==> src/rtl/rd_burst_responder.sv <==
// rd_burst_responder: wait-state read target that answers a two-phase read controller with one data beat per read
// Ports: clk, rst_n (async active-low); rd/ds controller strobes; burst_len latched on the first issue cycle;
// err_clr clears the sticky error; ws wait-state request; rdata/rvalid beat data; done_pulse/burst_cnt burst
// completion; err sticky protocol error.
module rd_burst_responder #(
    parameter int DW = 8,
    parameter int LW = 4,
    parameter logic [DW-1:0] BASE = 'hA0,
    parameter int CW = 8
) (
    input  logic          clk,
    input  logic          rst_n,
    input  logic          rd,
    input  logic          ds,
    input  logic [LW-1:0] burst_len,
    input  logic          err_clr,
    output logic          ws,
    output logic [DW-1:0] rdata,
    output logic          rvalid,
    output logic          done_pulse,
    output logic [CW-1:0] burst_cnt,
    output logic          err
);
    localparam logic [1:0] IDLE       = 2'd0;
    localparam logic [1:0] SAMPLE     = 2'd1;
    localparam logic [1:0] WAIT_ISSUE = 2'd2;
    localparam logic [1:0] WAIT_DONE  = 2'd3;

    logic [1:0]    state_q, state_d;
    logic [LW-1:0] len_q, len_d, idx_q, idx_d;
    logic [DW-1:0] rdata_q, rdata_d;
    logic [CW-1:0] cnt_q, cnt_d;
    logic          ws_q, ws_d, rvalid_q, rvalid_d, done_q, done_d, err_q, err_d;
    logic [LW-1:0] len_eff;

    // A zero length field is served as a single-beat burst.
    assign len_eff = (burst_len == '0) ? LW'(1) : burst_len;

    always_comb begin
        state_d  = state_q;
        len_d    = len_q;
        idx_d    = idx_q;
        rdata_d  = rdata_q;
        cnt_d    = cnt_q;
        // SAMPLE always lasts one cycle, so ws only needs setting on entry to it.
        ws_d     = 1'b0;
        rvalid_d = 1'b0;
        done_d   = 1'b0;
        // A new error below overrides a coinciding clear.
        err_d    = err_q & ~err_clr;
        case (state_q)
            IDLE: begin
                if (ds) begin
                    err_d = 1'b1;
                end else if (rd) begin
                    len_d    = len_eff;
                    idx_d    = '0;
                    rdata_d  = BASE;
                    rvalid_d = 1'b1;
                    ws_d     = len_eff > LW'(1);
                    state_d  = SAMPLE;
                end
            end
            SAMPLE: begin
                if (rd && !ds) begin
                    state_d = ws_q ? WAIT_ISSUE : WAIT_DONE;
                end else begin
                    err_d   = 1'b1;
                    state_d = IDLE;
                end
            end
            WAIT_ISSUE: begin
                if (rd && !ds) begin
                    idx_d    = idx_q + 1'b1;
                    rdata_d  = BASE + DW'(idx_d);
                    rvalid_d = 1'b1;
                    ws_d     = ({1'b0, idx_q} + (LW+1)'(2)) < {1'b0, len_q};
                    state_d  = SAMPLE;
                end else begin
                    err_d   = 1'b1;
                    state_d = IDLE;
                end
            end
            default: begin
                if (ds && !rd) begin
                    done_d = 1'b1;
                    cnt_d  = cnt_q + 1'b1;
                end else begin
                    err_d = 1'b1;
                end
                state_d = IDLE;
            end
        endcase
    end

    always_ff @(posedge clk or negedge rst_n) begin
        if (!rst_n) begin
            state_q  <= IDLE;
            len_q    <= '0;
            idx_q    <= '0;
            rdata_q  <= '0;
            cnt_q    <= '0;
            ws_q     <= 1'b0;
            rvalid_q <= 1'b0;
            done_q   <= 1'b0;
            err_q    <= 1'b0;
        end else begin
            state_q  <= state_d;
            len_q    <= len_d;
            idx_q    <= idx_d;
            rdata_q  <= rdata_d;
            cnt_q    <= cnt_d;
            ws_q     <= ws_d;
            rvalid_q <= rvalid_d;
            done_q   <= done_d;
            err_q    <= err_d;
        end
    end

    assign ws         = ws_q;
    assign rdata      = rdata_q;
    assign rvalid     = rvalid_q;
    assign done_pulse = done_q;
    assign burst_cnt  = cnt_q;
    assign err        = err_q;
endmodule

==> config.mk <==
export PLATFORM = sky130hd
export DESIGN_NAME = rd_burst_responder
export DESIGN_NICKNAME = d
export VERILOG_FILES = /design/src/rtl/rd_burst_responder.sv
export SDC_FILE = /design/constraint.sdc
export NUM_CORES = 1
export LEC_CHECK = 0
export ABC_AREA = 1
export CORE_MARGIN = 1.5
export CORE_UTILIZATION = 52
export CTS_CLUSTER_SIZE = 30
export DETAILED_ROUTE_END_ITERATION = 6
export GPL_ROUTABILITY_DRIVEN = 0
export GPL_TIMING_DRIVEN = 1
export PLACE_DENSITY = 0.85
export SYNTH_ARGS = -nofsm -noshare
export SYNTH_HDL_FRONTEND = slang
export SYNTH_SLANG_ARGS = --single-unit
export TNS_END_PERCENT = 100
==> constraint.sdc <==
create_clock -name clk -period 2.1 [get_ports clk]
set_input_delay 0.42 -clock clk [delete_from_list [all_inputs] [get_ports clk]]
set_output_delay 0.42 -clock clk [all_outputs]
set_load 0.05 [all_outputs]
==> flow_summary.yaml <==
routing:
  vias: 968
  first_pass_iters: 4
  avgViaCountPerCell: 4.99
  drt_iter0_markers: 19
  drc: 0
  wire_per_inst_um: 11.6
  drt_wl_total_um: 2240
  ant_nets: 0
floorplanning:
  chipHeight_um: 51.2
  die_w_um: 51.2
  coreArea_um2: 2190
  pin_count: 29
  initial_core_util_pct: 55.1
  rows: 17
  die-area_um2: 2620
worst_setup_path:
  crit_required_ns: 1.68
  crit_buf_inv: 1
  cp_top_family: "buffers and inverters"
  cp_cell_sequence: "clkdlybuf4s50_1"
  crit_path_end_kind: "primary output"
  reg2reg_slack_ns: 0.65
  critPathKind: "flip-flop to primary output"
  cp_max_fo: 4
  cp-start-kind: "flip-flop"
  r2r-start: "state_q[0]"
  cp_slowest_cell: "clkdlybuf4s50_1"
  critPathMaxStageDelay_ns: 0.84
  cp_data_arrival_time_ns: 1.59
  r2r_end: "idx_q[1]"
  rr_worst_depth: 7
sta:
  slew_headroom_pct: 66.4
  rsz0062_at_grt: "no"
  finClkSkew_ns: 0.00572
  setup_viol: 0
  fin_crit_sh_pct: 95.9
  max_slew.worst_pin.slew_ns: 0.502
  fin_crit_ns: 2.01
  drv_slew: 0
  setup_tns_ns: 0
  whs_ns: 0.447
  hold_viol: 0
  max_freq_mhz: 497
clocking:
  cts.htree.levels: 1
  cts_tree: "built"
  cts_buffer_depth: 2
  postCtsSetupRepairBufs: 0
  clk_pin_slew_ns: 0.12
  cts_buffers: 3
  insertion_delay_ns: 0.30
  ctsHoldBuffers: 0
  postCtsResizedCells: 0
  clkSinkCount: 23
  root_buffer: "clkbuf_4"
synth:
  ys_types: 21
  syn-mean-instance-area_um2: 8.80
  yosysWarnings: 0
  synth_cells: 137
  syn_area_um2: 1210
  synth-seq-cells: 23
  ys_seq_area_share_pct: 47.7
global_routing:
  met1_usage_pct: 23.1
  grt_pass1_wl_um: 3890
  grt_max_degree: 24
  grt_most_used_layer: "met2"
  antenna_found_initial: 0
  grt_pass1_vias: 915
  met2_usage_pct: 37.4
  grtUsageTotal_pct: 20.0
  grtUsageMet3_pct: 3.51
  gr-total-overflow: 0
placement:
  portBuffers: 26
  placed_cells: 190
  dp_hpwl_um: 1790
finish:
  n_antenna_cell: 0
  fin_util_pct: 69.2
  layout.cells.non_filler: 194
  syn_to_final_growth_pct: 25.7
  num-nets-final: 186
  final_layout_size_suffix_gt1_share_pct: 4.22
pwr:
  cellLeakagePower_nw: 0.769
  powerDensity_nw_per_um2: 1080
  ir_drop_v: 0.000767
min_path:
  hp-class: "input port to asynchronous set/reset pin"
job:
  maxCapViolCount: 0
status:
  outcome: "completed"
## synthesized netlist by cell type
cell     count  area, µm²
or2_1        1       6.26
xor2_1       3       26.3
nor2_1       6       22.5
dfrtp_1     23        576
nor2_4       1       11.3
conb_1       1       3.75
nor3_1       2       10.0
o21ai_0     10       50.1
a31oi_1      1       6.26
o22a_1       1       8.76
buf_4        3       22.5
nand3_2      1       10.0
nand4_1      1       6.26
ha_1        10        125
nand2_2      1       6.26
xnor2_1      5       43.8
nand2_1     26       97.6
nand3_1     11       55.1
inv_1       27        101
a21oi_1      1       5.00
o22ai_1      2       12.5
## worst register-to-register path, cell delays in order (launching register included)
cell and delay, ns:
dfrtp_1 0.42, inv_1 0.12, ha_1 0.21, inv_1 0.09, nor2_4 0.20, inv_1 0.08, nand2_2 0.12, o21ai_0 0.09
## per-stage QoR
stage	area (µm²)	total power [mW]	setup slack [ns]
finish	1520	1.64	0.0869
floorplan	1210	1.19	0.534
CTS	1520	1.65	0.0712
detailed placement	1490	1.45	0.368
global placement	1490	1.40	0.394
global route	1520	1.76	0.0269
## final cells by class
class                           count  area (µm²)
Timing Repair Buffer               27         268
Inverter                           27         101
Clock buffer                        4        26.3
Tap cell                           28        35.0
Multi-Input combinational cell     85         510
Fill cell                         192         674
Sequential cell                    23         576
## worst max-delay path by stage
| stage | from | to | slack, ns | cells past startpoint |
|---|---|---|---|---|
| 2_1_floorplan | idx_q[2] | ws | 0.53 | 7 |
| 3_5_place_dp | ds | burst_cnt[4] | 0.37 | 5 |
| 4_1_cts | idx_q[2] | rdata[2] | 0.07 | 1 |
| 3_3_place_gp | ds | burst_cnt[7] | 0.39 | 5 |
| 6_report | idx_q[2] | rdata[2] | 0.09 | 1 |
| 5_1_grt | burst_cnt[3] | burst_cnt[3] | 0.03 | 1 |
## cell families after synthesis
group	Yosys count	synth area share, %
buffers and inverters	30	10.3
adder cells (fa/ha/maj)	10	10.4
AND/OR/NAND/NOR	50	18.7
XOR/XNOR	8	5.81
other	1	0.311
AO/OA/AOI/OAI	15	6.85
flip-flops	23	47.7
## registers in the layout (all words and copies together), names as in the netlist
name and cells:
burst_cnt 8, len_q 4, idx_q 3, rdata 2
state_q 2, done_pulse 1, err 1, rvalid 1
ws 1
## report_power, final
group          internal [mW]  leakage, nW  switching [mW]
Clock                 0.0740       0.0150           0.127
Combinational          0.275        0.458           0.517
Sequential             0.559        0.296          0.0831
## cell usage in the layout, fill, tap and decap left out, drive strengths merged
master / synthesis / routed
clkbuf: 0 / 4
xor2: 3 / 3
dfrtp: 23 / 23
ha: 10 / 10
a31oi: 1 / 1
xnor2: 5 / 5
o21ai: 10 / 10
o22ai: 2 / 2
a21oi: 1 / 1
or2: 1 / 1
nand4: 1 / 1
clkdlybuf4s50: 0 / 26
nand3: 12 / 12
nor2: 7 / 7
o22a: 1 / 1
inv: 27 / 27
buf: 3 / 1
nand2: 27 / 27
conb: 1 / 2
nor3: 2 / 2
## metal layers
metal  part of all wire, %  up-vias  wire [µm]
met1                    42      455        946
met5                     0        -          0
met4                  0.45        0         10
met2                    53       27       1190
met3                   4.2        2         94
li1                      -      484          -
Power figures use the tool's default switching activity.
